===== src/rtl/laser_feed_pkg.sv =====
// Shared types and constants for the LASER target feeder.
// Frame geometry and watchdog defaults, FSM state encoding and the
// layout of the packed result word returned to the host.
package laser_feed_pkg;

    // Default frame geometry and watchdog limit
    localparam int N_OBJ_DEF       = 40;
    localparam int COORD_W_DEF     = 4;
    localparam int TIMEOUT_CYC_DEF = 65535;

    // Feeder sequencing states
    typedef enum logic [1:0] {
        IDLE    = 2'd0,
        STREAM  = 2'd1,
        COMPUTE = 2'd2,
        RESULT  = 2'd3
    } state_t;

    // Result word is {C1X, C1Y, C2X, C2Y}; each slot is one coordinate wide
    localparam int RES_SLOT_C1X = 3;
    localparam int RES_SLOT_C1Y = 2;
    localparam int RES_SLOT_C2X = 1;
    localparam int RES_SLOT_C2Y = 0;

    // Result word reported when the watchdog expires
    localparam logic [4*COORD_W_DEF-1:0] RES_TIMEOUT_CODE = 16'hFFFF;

endpackage


===== src/rtl/laser_frame_bank.sv =====
// One frame buffer for the LASER feeder: DEPTH x WIDTH register file with
// a single write port, a combinational read port and a full flag that the
// writer sets on the last point and the reader clears once streamed.
module laser_frame_bank
    import laser_feed_pkg::*;
#(
    parameter int DEPTH = N_OBJ_DEF,
    parameter int WIDTH = 2 * COORD_W_DEF,
    parameter int AW    = $clog2(DEPTH)
) (
    input  logic             CLK,
    input  logic             RST_N,
    input  logic             wr_en,
    input  logic [AW-1:0]    wr_addr,
    input  logic [WIDTH-1:0] wr_data,
    input  logic             set_full,
    input  logic             clr_full,
    input  logic [AW-1:0]    rd_addr,
    output logic [WIDTH-1:0] rd_data,
    output logic             full
);

    logic [WIDTH-1:0] mem_reg [DEPTH];
    logic             full_reg;

    // Point storage; contents are don't-care until the full flag says otherwise
    always_ff @(posedge CLK) begin
        if (wr_en) begin
            mem_reg[wr_addr] <= wr_data;
        end
    end

    // Full flag: set by the last write of a frame, cleared after streaming
    always_ff @(posedge CLK or negedge RST_N) begin
        if (!RST_N) begin
            full_reg <= 1'b0;
        end else if (set_full) begin
            full_reg <= 1'b1;
        end else if (clr_full) begin
            full_reg <= 1'b0;
        end
    end

    assign rd_data = mem_reg[rd_addr];
    assign full    = full_reg;

endmodule


===== src/rtl/laser_target_feeder.sv =====
// LASER target feeder: buffers a frame of host points, streams it into the
// LASER core while releasing its reset, then captures the two circle
// centres on DONE (or a watchdog expiry) and returns them to the host.
// Build option LASER_FEED_PINGPONG_EN: two frame banks so the host can load
// the next frame while the current one is streamed/computed/returned.
// Without it a single bank is used and input is only accepted in IDLE.
module laser_target_feeder
    import laser_feed_pkg::*;
#(
    parameter int N_OBJ       = N_OBJ_DEF,
    parameter int COORD_W     = COORD_W_DEF,
    parameter int TIMEOUT_CYC = TIMEOUT_CYC_DEF
) (
    input  logic                 CLK,
    input  logic                 RST_N,
    input  logic                 IN_VALID,
    output logic                 IN_READY,
    input  logic [COORD_W-1:0]   IN_X,
    input  logic [COORD_W-1:0]   IN_Y,
    output logic                 LASER_RST,
    output logic [COORD_W-1:0]   LASER_X,
    output logic [COORD_W-1:0]   LASER_Y,
    input  logic                 LASER_DONE,
    input  logic [COORD_W-1:0]   LASER_C1X,
    input  logic [COORD_W-1:0]   LASER_C1Y,
    input  logic [COORD_W-1:0]   LASER_C2X,
    input  logic [COORD_W-1:0]   LASER_C2Y,
    output logic                 RES_VALID,
    input  logic                 RES_READY,
    output logic [4*COORD_W-1:0] RES_DATA,
    output logic                 TIMEOUT_ERR,
    output logic                 BUSY
);

    localparam int PW    = $clog2(N_OBJ);
    localparam int PT_W  = 2 * COORD_W;
    localparam int RES_W = 4 * COORD_W;
    localparam int WD_W  = $clog2(TIMEOUT_CYC + 1);
    localparam logic [PW-1:0]   LAST_PTR = PW'(N_OBJ - 1);
    localparam logic [WD_W-1:0] WD_LAST  = WD_W'(TIMEOUT_CYC - 1);

`ifdef LASER_FEED_PINGPONG_EN
    localparam int NB = 2;
    logic wr_bank_reg;
    logic rd_bank_reg, rd_bank_next;
`else
    localparam int NB = 1;
`endif

    // FSM and datapath registers
    state_t             state_reg, state_next;
    logic [PW-1:0]      rd_ptr_reg, rd_ptr_next;
    logic [PW-1:0]      wr_ptr_reg;
    logic [WD_W-1:0]    wd_cnt_reg, wd_cnt_next;
    logic               laser_rst_reg, laser_rst_next;
    logic [COORD_W-1:0] laser_x_reg, laser_x_next;
    logic [COORD_W-1:0] laser_y_reg, laser_y_next;
    logic               res_valid_reg, res_valid_next;
    logic [RES_W-1:0]   res_data_reg, res_data_next;
    logic               timeout_err_reg, timeout_err_next;
    logic               ready_en_reg;

    // Bank plumbing
    logic [NB-1:0]      bank_full;
    logic [NB-1:0]      bank_wr_sel;
    logic [NB-1:0]      bank_rd_sel;
    logic [PT_W-1:0]    bank_rd_data [NB];
    logic               wr_full;
    logic               rd_full;
    logic [PT_W-1:0]    rd_point;
    logic [PW-1:0]      rd_addr;
    logic               accept;
    logic               wr_last;
    logic               stream_last;

`ifdef LASER_FEED_PINGPONG_EN
    assign bank_wr_sel = wr_bank_reg ? 2'b10 : 2'b01;
    assign bank_rd_sel = rd_bank_reg ? 2'b10 : 2'b01;
    assign wr_full     = bank_full[wr_bank_reg];
    assign rd_full     = bank_full[rd_bank_reg];
    assign rd_point    = bank_rd_data[rd_bank_reg];
    assign IN_READY    = ready_en_reg && !wr_full;
`else
    assign bank_wr_sel = 1'b1;
    assign bank_rd_sel = 1'b1;
    assign wr_full     = bank_full[0];
    assign rd_full     = bank_full[0];
    assign rd_point    = bank_rd_data[0];
    // The single bank is freed at the end of STREAM, but the host must wait
    // for IDLE so it cannot overwrite a frame the core may still be using.
    assign IN_READY    = ready_en_reg && !wr_full && (state_reg == IDLE);
`endif

    assign accept      = IN_VALID && IN_READY;
    assign wr_last     = (wr_ptr_reg == LAST_PTR);
    assign stream_last = (state_reg == STREAM) && (rd_ptr_reg == LAST_PTR);
    // Read one point ahead so the registered LASER_X/Y show point i in cycle i
    assign rd_addr     = ((state_reg == STREAM) && !stream_last) ? rd_ptr_reg + PW'(1) : '0;

    generate
        for (genvar gi = 0; gi < NB; gi++) begin : g_bank
            laser_frame_bank #(
                .DEPTH (N_OBJ),
                .WIDTH (PT_W)
            ) u_bank (
                .CLK      (CLK),
                .RST_N    (RST_N),
                .wr_en    (accept && bank_wr_sel[gi]),
                .wr_addr  (wr_ptr_reg),
                .wr_data  ({IN_X, IN_Y}),
                .set_full (accept && bank_wr_sel[gi] && wr_last),
                .clr_full (stream_last && bank_rd_sel[gi]),
                .rd_addr  (rd_addr),
                .rd_data  (bank_rd_data[gi]),
                .full     (bank_full[gi])
            );
        end
    endgenerate

    // Holds IN_READY low while reset is asserted and for the first edge after
    always_ff @(posedge CLK or negedge RST_N) begin
        if (!RST_N) begin
            ready_en_reg <= 1'b0;
        end else begin
            ready_en_reg <= 1'b1;
        end
    end

    // Write pointer advances on each accepted point and wraps at frame end
    always_ff @(posedge CLK or negedge RST_N) begin
        if (!RST_N) begin
            wr_ptr_reg <= '0;
`ifdef LASER_FEED_PINGPONG_EN
            wr_bank_reg <= 1'b0;
`endif
        end else if (accept) begin
            if (wr_last) begin
                wr_ptr_reg <= '0;
`ifdef LASER_FEED_PINGPONG_EN
                wr_bank_reg <= ~wr_bank_reg;
`endif
            end else begin
                wr_ptr_reg <= wr_ptr_reg + PW'(1);
            end
        end
    end

    // FSM state register
    always_ff @(posedge CLK or negedge RST_N) begin
        if (!RST_N) begin
            state_reg <= IDLE;
        end else begin
            state_reg <= state_next;
        end
    end

    // Registered outputs and sequencing counters
    always_ff @(posedge CLK or negedge RST_N) begin
        if (!RST_N) begin
            rd_ptr_reg      <= '0;
            wd_cnt_reg      <= '0;
            laser_rst_reg   <= 1'b1;
            laser_x_reg     <= '0;
            laser_y_reg     <= '0;
            res_valid_reg   <= 1'b0;
            res_data_reg    <= '0;
            timeout_err_reg <= 1'b0;
`ifdef LASER_FEED_PINGPONG_EN
            rd_bank_reg     <= 1'b0;
`endif
        end else begin
            rd_ptr_reg      <= rd_ptr_next;
            wd_cnt_reg      <= wd_cnt_next;
            laser_rst_reg   <= laser_rst_next;
            laser_x_reg     <= laser_x_next;
            laser_y_reg     <= laser_y_next;
            res_valid_reg   <= res_valid_next;
            res_data_reg    <= res_data_next;
            timeout_err_reg <= timeout_err_next;
`ifdef LASER_FEED_PINGPONG_EN
            rd_bank_reg     <= rd_bank_next;
`endif
        end
    end

    // Next-state and next-output logic for the feed/compute/result sequence
    always_comb begin
        state_next       = state_reg;
        rd_ptr_next      = rd_ptr_reg;
        wd_cnt_next      = wd_cnt_reg;
        laser_rst_next   = laser_rst_reg;
        laser_x_next     = laser_x_reg;
        laser_y_next     = laser_y_reg;
        res_valid_next   = res_valid_reg;
        res_data_next    = res_data_reg;
        timeout_err_next = timeout_err_reg;
`ifdef LASER_FEED_PINGPONG_EN
        rd_bank_next     = rd_bank_reg;
`endif
        case (state_reg)
            IDLE: begin
                laser_rst_next = 1'b1;
                if (rd_full) begin
                    // Release LASER together with presenting point 0
                    state_next     = STREAM;
                    rd_ptr_next    = '0;
                    laser_rst_next = 1'b0;
                    laser_x_next   = rd_point[PT_W-1:COORD_W];
                    laser_y_next   = rd_point[COORD_W-1:0];
                end
            end
            STREAM: begin
                laser_rst_next = 1'b0;
                if (stream_last) begin
                    state_next  = COMPUTE;
                    rd_ptr_next = '0;
                    wd_cnt_next = '0;
`ifdef LASER_FEED_PINGPONG_EN
                    rd_bank_next = ~rd_bank_reg;
`endif
                end else begin
                    rd_ptr_next  = rd_ptr_reg + PW'(1);
                    laser_x_next = rd_point[PT_W-1:COORD_W];
                    laser_y_next = rd_point[COORD_W-1:0];
                end
            end
            COMPUTE: begin
                laser_rst_next = 1'b0;
                if (LASER_DONE) begin
                    res_data_next[RES_SLOT_C1X*COORD_W +: COORD_W] = LASER_C1X;
                    res_data_next[RES_SLOT_C1Y*COORD_W +: COORD_W] = LASER_C1Y;
                    res_data_next[RES_SLOT_C2X*COORD_W +: COORD_W] = LASER_C2X;
                    res_data_next[RES_SLOT_C2Y*COORD_W +: COORD_W] = LASER_C2Y;
                    res_valid_next = 1'b1;
                    laser_rst_next = 1'b1;
                    state_next     = RESULT;
                end else if (wd_cnt_reg == WD_LAST) begin
                    // The timeout code is still handed to the host as a result
                    // so the host handshake completes and the feeder recovers.
                    res_data_next    = RES_W'(RES_TIMEOUT_CODE);
                    res_valid_next   = 1'b1;
                    timeout_err_next = 1'b1;
                    laser_rst_next   = 1'b1;
                    state_next       = RESULT;
                end else begin
                    wd_cnt_next = wd_cnt_reg + WD_W'(1);
                end
            end
            RESULT: begin
                laser_rst_next = 1'b1;
                if (RES_READY) begin
                    res_valid_next = 1'b0;
                    state_next     = IDLE;
                end
            end
            default: begin
                state_next = IDLE;
            end
        endcase
    end

    assign LASER_RST   = laser_rst_reg;
    assign LASER_X     = laser_x_reg;
    assign LASER_Y     = laser_y_reg;
    assign RES_VALID   = res_valid_reg;
    assign RES_DATA    = res_data_reg;
    assign TIMEOUT_ERR = timeout_err_reg;
    assign BUSY        = (state_reg != IDLE);

endmodule


===== config.mk =====
export PLATFORM = sky130hd
export DESIGN_NAME = laser_target_feeder
export DESIGN_NICKNAME = d
export VERILOG_FILES = /design/src/rtl/laser_feed_pkg.sv /design/src/rtl/laser_frame_bank.sv /design/src/rtl/laser_target_feeder.sv
export SDC_FILE = /design/constraint.sdc
export NUM_CORES = 1
export LEC_CHECK = 0
export BUFFER_PORTS_ARGS = -buffer_cell sky130_fd_sc_hd__buf_2
export CAP_MARGIN = 10
export CORE_ASPECT_RATIO = 0.7
export CORE_UTILIZATION = 50
export DETAILED_ROUTE_END_ITERATION = 7
export GPL_ROUTABILITY_DRIVEN = 0
export PLACE_DENSITY = 0.76
export SLEW_MARGIN = 5
export SYNTH_ARGS = -nofsm -noshare
export SYNTH_HDL_FRONTEND = slang
export SYNTH_SLANG_ARGS = --single-unit

===== constraint.sdc =====
create_clock -name CLK -period 3.2 [get_ports CLK]
set_input_delay 0.32 -clock CLK [delete_from_list [all_inputs] [get_ports CLK]]
set_output_delay 0.32 -clock CLK [all_outputs]
set_load 0.01 [all_outputs]

==> results of run 1 <==
==> final cells by class <==
type | count | area [um^2]
Clock buffer | 49 | 1033
Clock inverter | 19 | 151.4
Fill cell | 2260 | 12290
Inverter | 17 | 63.81
Multi-Input combinational cell | 604 | 4295
Sequential cell | 379 | 11090
Tap cell | 412 | 515.5
Timing Repair Buffer | 142 | 1001
==> worst max-delay path by stage <==
stage / end / start / depth (start not counted)
after floorplan: g_bank[0].u_bank.mem_reg[38][0] / state_reg[0] / 8
after global placement: LASER_Y[3] / rd_ptr_reg[0] / 8
after detailed placement: LASER_Y[3] / rd_ptr_reg[0] / 8
after CTS: LASER_Y[3] / rd_ptr_reg[0] / 8
after global routing: LASER_Y[1] / rd_ptr_reg[0] / 8
final: LASER_X[2] / rd_ptr_reg[0] / 8
==> critical path, cell delays in order (launching register included) <==
cell,delay [ns]
dfrtp_4,0.48
ha_1,0.33
xnor2_2,0.19
buf_4,0.19
a2111oi_0,0.70
a311oi_1,0.16
a2111oi_2,0.42
a2111oi_1,0.11
a221o_1,0.33
==> placed cells by master, fill, tap and decap left out, types with 7 or more instances in the layout <==
| cell type | Yosys | final |
|---|---|---|
| edfxtp_1 | 320 | 320 |
| o22ai_1 | 7 | 7 |
| a22o_1 | 11 | 11 |
| clkbuf_16 | 0 | 39 |
| buf_2 | 20 | 57 |
| a2111oi_0 | 14 | 13 |
| o31ai_1 | 15 | 15 |
| clkbuf_1 | 27 | 8 |
| nor2_1 | 67 | 67 |
| dlygate4sd3_1 | 0 | 16 |
| mux2i_1 | 49 | 49 |
| nor2b_1 | 18 | 18 |
| buf_4 | 3 | 66 |
| nor3_1 | 10 | 10 |
| a221o_1 | 13 | 13 |
| dfrtp_1 | 58 | 57 |
| mux4_2 | 24 | 24 |
| a21oi_1 | 26 | 26 |
| ha_1 | 9 | 9 |
| o22a_1 | 16 | 16 |
| nand3_1 | 42 | 42 |
| o21ai_0 | 53 | 53 |
| nand2_1 | 93 | 93 |
| a31oi_1 | 11 | 11 |
| clkinv_2 | 0 | 7 |
| inv_1 | 17 | 17 |
==> report_power, final <==
part	switching [mW]	total, mW	internal (mW)
clock	1.83	4.28	2.45
combinational	2.03	3.23	1.20
sequential	0.190	5.81	5.62
==> Yosys cell counts, types with 6 or more instances <==
cell type | count | area (um^2)
dfrtp_1 | 58 | 1451
a2111oi_0 | 14 | 122.6
o21ai_0 | 53 | 265.3
nand3_1 | 42 | 210.2
clkbuf_1 | 27 | 101.4
o22a_1 | 16 | 140.1
edfxtp_1 | 320 | 9609
nor2_1 | 67 | 251.5
a211oi_1 | 6 | 45.04
nand2b_1 | 6 | 37.54
o22ai_1 | 7 | 43.79
a221o_1 | 13 | 130.1
mux4_2 | 24 | 540.5
mux2i_1 | 49 | 490.5
a21oi_1 | 26 | 130.1
and2_1 | 6 | 37.54
nor4_1 | 6 | 37.54
ha_1 | 9 | 112.6
inv_1 | 17 | 63.81
or4_1 | 6 | 45.04
nand2_1 | 93 | 349.1
o211ai_1 | 6 | 45.04
nor3_1 | 10 | 50.05
a31oi_1 | 11 | 68.82
o31ai_1 | 15 | 112.6
buf_2 | 20 | 100.1
a22o_1 | 11 | 96.34
nor2b_1 | 18 | 112.6
==> cells by family (layout without fill, tap and decap cells) <==
group	count (synthesis)	count (layout)
xor+xnor	7	7
buf+inv	72	227
compound gates	233	233
other cells	1	1
simple gates	280	280
mux	74	74
flops	379	379
fa+ha+maj	9	9
==> metrics by stage <==
| stage | std cells | setup slack (ns) |
|---|---|---|
| floorplan | 1055 | 0.6894 |
| global placement | 1538 | 0.1822 |
| detailed placement | 1538 | 0.1330 |
| CTS | 1622 | 0.1504 |
| global route | 1622 | 0.03421 |
| finish | 1622 | 0.1663 |
==> what timing repair did <==
| action | in CTS | in global routing |
|---|---|---|
| hold buffers | 16 | 0 |
| endpoints found under the hold margin | 52 | 0 |
| resized for setup | 0 | 2 |
| setup endpoints to repair | 0 | 2 |
| setup buffers | 0 | 0 |
==> routing by layer <==
layer | vias up | track usage (%)
li1 | 4393 | -
met1 | 5022 | 38.02
met2 | 602 | 37.74
met3 | 91 | 6.633
met4 | 0 | 7.607
met5 | - | 0
==> run metrics, run 1 <==
outcome=completed; worst-margin pin slew=roughly 0.97 ns; reg-to-reg slack, setup=about 0.17 ns; Seq/Total Area, Yosys=roughly 71%; Final Util=59.63%; Max Used Layer=met4; CTS tree=built; M1 wire length=about 17,000 um; starting density of the core=51.59%; Worst R2R Path Depth=8; DR pass1 iterations=6; Worst Setup End Kind=register; Final setup viols=0; vias in the first global route=just under 10,000; Nets=1,219; Vias=between 10,000 and 15,000; pwr/cell area=733.5 nW/um^2; Yosys reg bits=~380; Remaining DRCs=0; worst hold endpoint=RES_DATA[8]; initial antenna violation count=0; Synth Area in XOR/XNOR=less than 1%; CTS clock-pin slew for the worst setup and hold paths=approximately 0.060 ns; mux contribution to synthesized area=between 6 and 7%; MaxCap Viol Count=0; Die ar.=around 32,000 um^2; CTS Root Cell=clkbuf_16; post-synthesis cell count=roughly 1,100; mapped cell area=approximately 16,000 um^2; Synth warnings=0; die width=roughly 210 um; Adder-Cell Fraction of Synth Area=0.7171%; simple-gate share of the synthesized area=approximately 8.5%; Final Skew=just under 0.02 ns; setup tns final=0 ns; routed wire length=40,240 um; Syn Area/Cell=approximately 15 um^2; fin crit period=between 3 and 4 ns; Layout area overhead=15.58%; Design Area, Final=approximately 18,000 um^2; FP Rows=53; Synth Area in Compound Gates=around 11%; post-DR vias/cell=6.232; H-tree depth=2; # IOs=58; RSZ-0062 raised after global routing=no; post-synth net total=1,093; crit path kind=register to register; top_reg_cell synth=edfxtp_1; synth unique cells=77; largest family of logic cells by synthesized area=compound AO/OA/AOI/OAI gates; Core Area=30,440 um^2; Req. time, crit path=between 3 and 4 ns; Buffers on Ports=57; worst flop-to-flop path startpoint=rd_ptr_reg[0]; Fin. Hold Viols=0; met2 wire length=around 18,000 um; wire per inst=about 25 um; Hold Slack=0.01643 ns; asr flop ratio synth=around 16%; reg2reg end=LASER_X[2]; crit path launch type=register; Design Power=13.31 mW; Initial DRC Count=between 1,000 and 1,500; max-slew violations=0; total grt overflow=0; DRT antenna net count=0; met3 routed wirelength=roughly 5000 um; Hold Crit Class=input pin to register; Die Ht=150.3 um; largest net degree at the start of global routing=~100; hold path startpoint=LASER_C1Y[0]; ANT cells=0; total CTS buffers=37; Sink Count=roughly 380; VDD IR max=slightly above 500 uV; clock insertion delay at the later pin of the skew report=about 0.54 ns; dpl cell area=approximately 17,000 um^2; Tcrit/Tclk final=94.80%; GRT Util Overall=roughly 26%; Slew HR=35.35%; first-pass GRT wire length=approximately 60,000 um; Max Buffers Root-to-Sink=3; Critical Path AT=roughly 3.5 ns; hold-critical path depth=2; total leakage power=6.095 nW; f_max=329.6 MHz; peak fanout along the critical path=13; Post-DP HPWL=~25,000 um; Largest register FFs=between 300 and 400; EDFF count, synth=320; share of cells above drive strength 1=18.60%
No activity file was read; power rests on OpenSTA's default activity.
==> inputs of run 2 (changes only) <==
--- a/config.mk
+++ b/config.mk
@@ -7,7 +7,7 @@
 export LEC_CHECK = 0
 export BUFFER_PORTS_ARGS = -buffer_cell sky130_fd_sc_hd__buf_2
 export CAP_MARGIN = 10
-export CORE_ASPECT_RATIO = 0.7
+export CORE_ASPECT_RATIO = 1.2
 export CORE_UTILIZATION = 50
 export DETAILED_ROUTE_END_ITERATION = 7
 export GPL_ROUTABILITY_DRIVEN = 0
==> run metrics, run 2 (synthesis gave the netlist of run 1 again) <==
outcome=finished, violations left (was completed); violated checks=hold timing; Post-DP HPWL=24,730 um (was 25,470 um); largest net degree at the start of global routing=95 (was 104); Die Ht=196.1 um (was 150.3 um); peak fanout along the critical path=15 (was 13); Buffers on Ports=57 (unchanged); CTS clock-pin slew for the worst setup and hold paths=0.06 ns (about the same); Sink Count=379 (unchanged); crit path kind=register to register (unchanged); Seq pwr share=44.6% (was 43.6%); f_max=316.3 MHz (was 329.6 MHz); Crit-path slowest cell=dfrtp_4 (was a2111oi_0); MaxCap Viol Count=0 (unchanged); most common cell after layout, fill and taps aside=edfxtp_1 (unchanged); Internal Power=9.174 mW (was 9.263 mW); Hold Crit Class=input pin to async pin (was input pin to register); CTS Root Cell=clkbuf_16 (unchanged); first-pass GRT wire length=58,130 um (was 60,290 um); RSZ-0062 raised after global routing=no (unchanged); Net Switching=3.981 mW (was 4.051 mW); CP delay by family, top=compound AO/OA/AOI/OAI gates (unchanged); Final Skew=0.02532 ns (was 0.01954 ns); DR pass1 iterations=5 (was 6); Remaining DRCs=0 (unchanged); most frequent cells in the layout=edfxtp_1, nand2_1, nor2_1 (unchanged); # IOs=58 (unchanged); CP peak stage delay=0.53 ns (was 0.70 ns); Hold Slack=-0.01944 ns (was 0.01643 ns); Initial DRC Count=1,294 (was 1,324); die width=163.8 um (was 213.8 um); total leakage power=6.040 nW (was 6.095 nW); worst-margin pin slew=1.228 ns (was 0.9698 ns); routed wire length=38,760 um (was 40,240 um); Critical Path AT=3.64 ns (was 3.46 ns); crit path launch type=register (unchanged); Layout area overhead=14.80% (was 15.58%); Slew HR=17.80% (was 35.35%); share of cells above drive strength 1=18.12% (was 18.60%); pwr/cell area=729.7 nW/um^2 (was 733.5 nW/um^2); GRT Util Overall=24.48% (was 25.78%); met3 routed wirelength=3556 um (was 4894 um); switching share of power=30.26% (was 30.43%); Clk pwr share=31.6% (was 32.1%); fin crit period=3.161 ns (was 3.034 ns); initial antenna violation count=0 (unchanged); FP Rows=70 (was 53); clock insertion delay at the later pin of the skew report=0.54 ns (about the same); M1 wire length=14,760 um (was 16,670 um); Nets=1,213 (was 1,219); crit-path cells=ha_1 > xor2_2 > nand2_1 > a311oi_1 > a2111oi_2 > a2111oi_0 > a221o_1 (was ha_1 > xnor2_2 > buf_4 > a2111oi_0 > a311oi_1 > a2111oi_2 > a2111oi_1 > a221o_1); Max Buffers Root-to-Sink=3 (unchanged); setup tns final=0 ns (unchanged); Fin. Hold Viols=37 (was 0); total CTS buffers=37 (unchanged); Req. time, crit path=3.68 ns (was 3.63 ns); Tcrit/Tclk final=98.79% (was 94.80%); Logic pwr share=23.8% (was 24.2%); ANT cells=0 (unchanged); DRT antenna net count=0 (unchanged); H-tree depth=2 (unchanged); starting density of the core=51.23% (was 51.59%); vias in the first global route=9,732 (was 9,882); total grt overflow=0 (unchanged); max-slew violations=0 (unchanged); Core Area=30,650 um^2 (was 30,440 um^2); Largest register FFs=320 (unchanged); Vias=10,150 (was 10,110); wire per inst=24.24 um (was 24.81 um); dpl cell area=16,760 um^2 (was 16,800 um^2); Max Used Layer=met4 (unchanged); Die ar.=32,120 um^2 (was 32,130 um^2); VDD IR max=478.0 uV (was 515.8 uV); crit path buf inv count=0 (was 1); Worst Setup End Kind=register (unchanged); Design Area, Final=18,030 um^2 (was 18,150 um^2); met2 wire length=18,610 um (was 17,590 um); CTS tree=built (unchanged); post-DR vias/cell=6.348 (was 6.232); Final setup viols=0 (unchanged)
## run 2: cell types whose count changed in the layout (fill, tap and decap cells not counted), sizes merged
cell	change
clkinvlp	-1
buf	-3
dlygate4sd3	-3
## run 2: final cells by class
class,count,area [um^2]
Clock buffer,49,1001
Clock inverter,18,138.9
Fill cell,2264,12630
Inverter,17,63.81
Multi-Input combinational cell,604,4289
Sequential cell,379,11090
Tap cell,396,495.5
Timing Repair Buffer,136,948.4
## run 2: per-stage QoR
stage / instances / hold slack (ns) / power [mW] / setup slack, ns / util, %
2_1_floorplan: 1055 / 0.02441 / 7.820 / 0.6894 / -
4_1_cts: 1599 / 0.001668 / 13.14 / 0.1081 / 58.80
6_report: 1599 / -0.01944 / 13.16 / 0.03884 / 58.81
5_1_grt: 1599 / 0.005494 / 13.60 / 0.01082 / 58.81
3_3_place_gp: 1519 / 0.4621 / 8.916 / 0.1374 / 54.66
3_5_place_dp: 1519 / 0.4629 / 9.002 / 0.1081 / 54.66
## run 2: final timing paths
path                          startpoint             to  slack [ns]  cells past startpoint
max                        rd_ptr_reg[0]     LASER_Y[1]        0.04                      7
min                                RST_N    RES_DATA[2]       -0.02                      1
max reg2reg                rd_ptr_reg[0]     LASER_Y[1]        0.04                      7
min reg2reg                  TIMEOUT_ERR    TIMEOUT_ERR        0.48                      1
max in group asynchronous          RST_N  rd_ptr_reg[0]        2.44                      1
min in group CLK            LASER_C2Y[3]    RES_DATA[3]        0.01                      2
## run 2: repair_timing
action,4_1_cts,5_1_grt
gates resized for setup,0,1
setup endpoints to repair,0,1
hold buffers,13,0
buffers inserted,0,0
endpoints found under the hold margin,13,0
## run 2: power groups by stage
stage | Clock, mW | Combinational [mW] | Sequential (mW)
global route | 4.39 | 3.33 | 5.88
floorplan | 0 | 1.90 | 5.92
detailed placement | 0 | 3.06 | 5.95
finish | 4.16 | 3.14 | 5.86
CTS | 4.20 | 3.09 | 5.85
global placement | 0 | 2.98 | 5.93
## run 2: routing by layer
layer / track usage, % / vias up
li1: - / 4377
met3: 3.890 / 123
met1: 32.63 / 5019
met5: 0 / -
met4: 11.56 / 0
met2: 39.38 / 632
## run 2: worst reg2reg max path, cell delays in order, from the launching register on
cell       delay [ns]
dfrtp_4          0.53
ha_1             0.35
xor2_2           0.36
nand2_1          0.45
a311oi_1         0.51
a2111oi_2        0.16
a2111oi_0        0.51
a221o_1          0.24
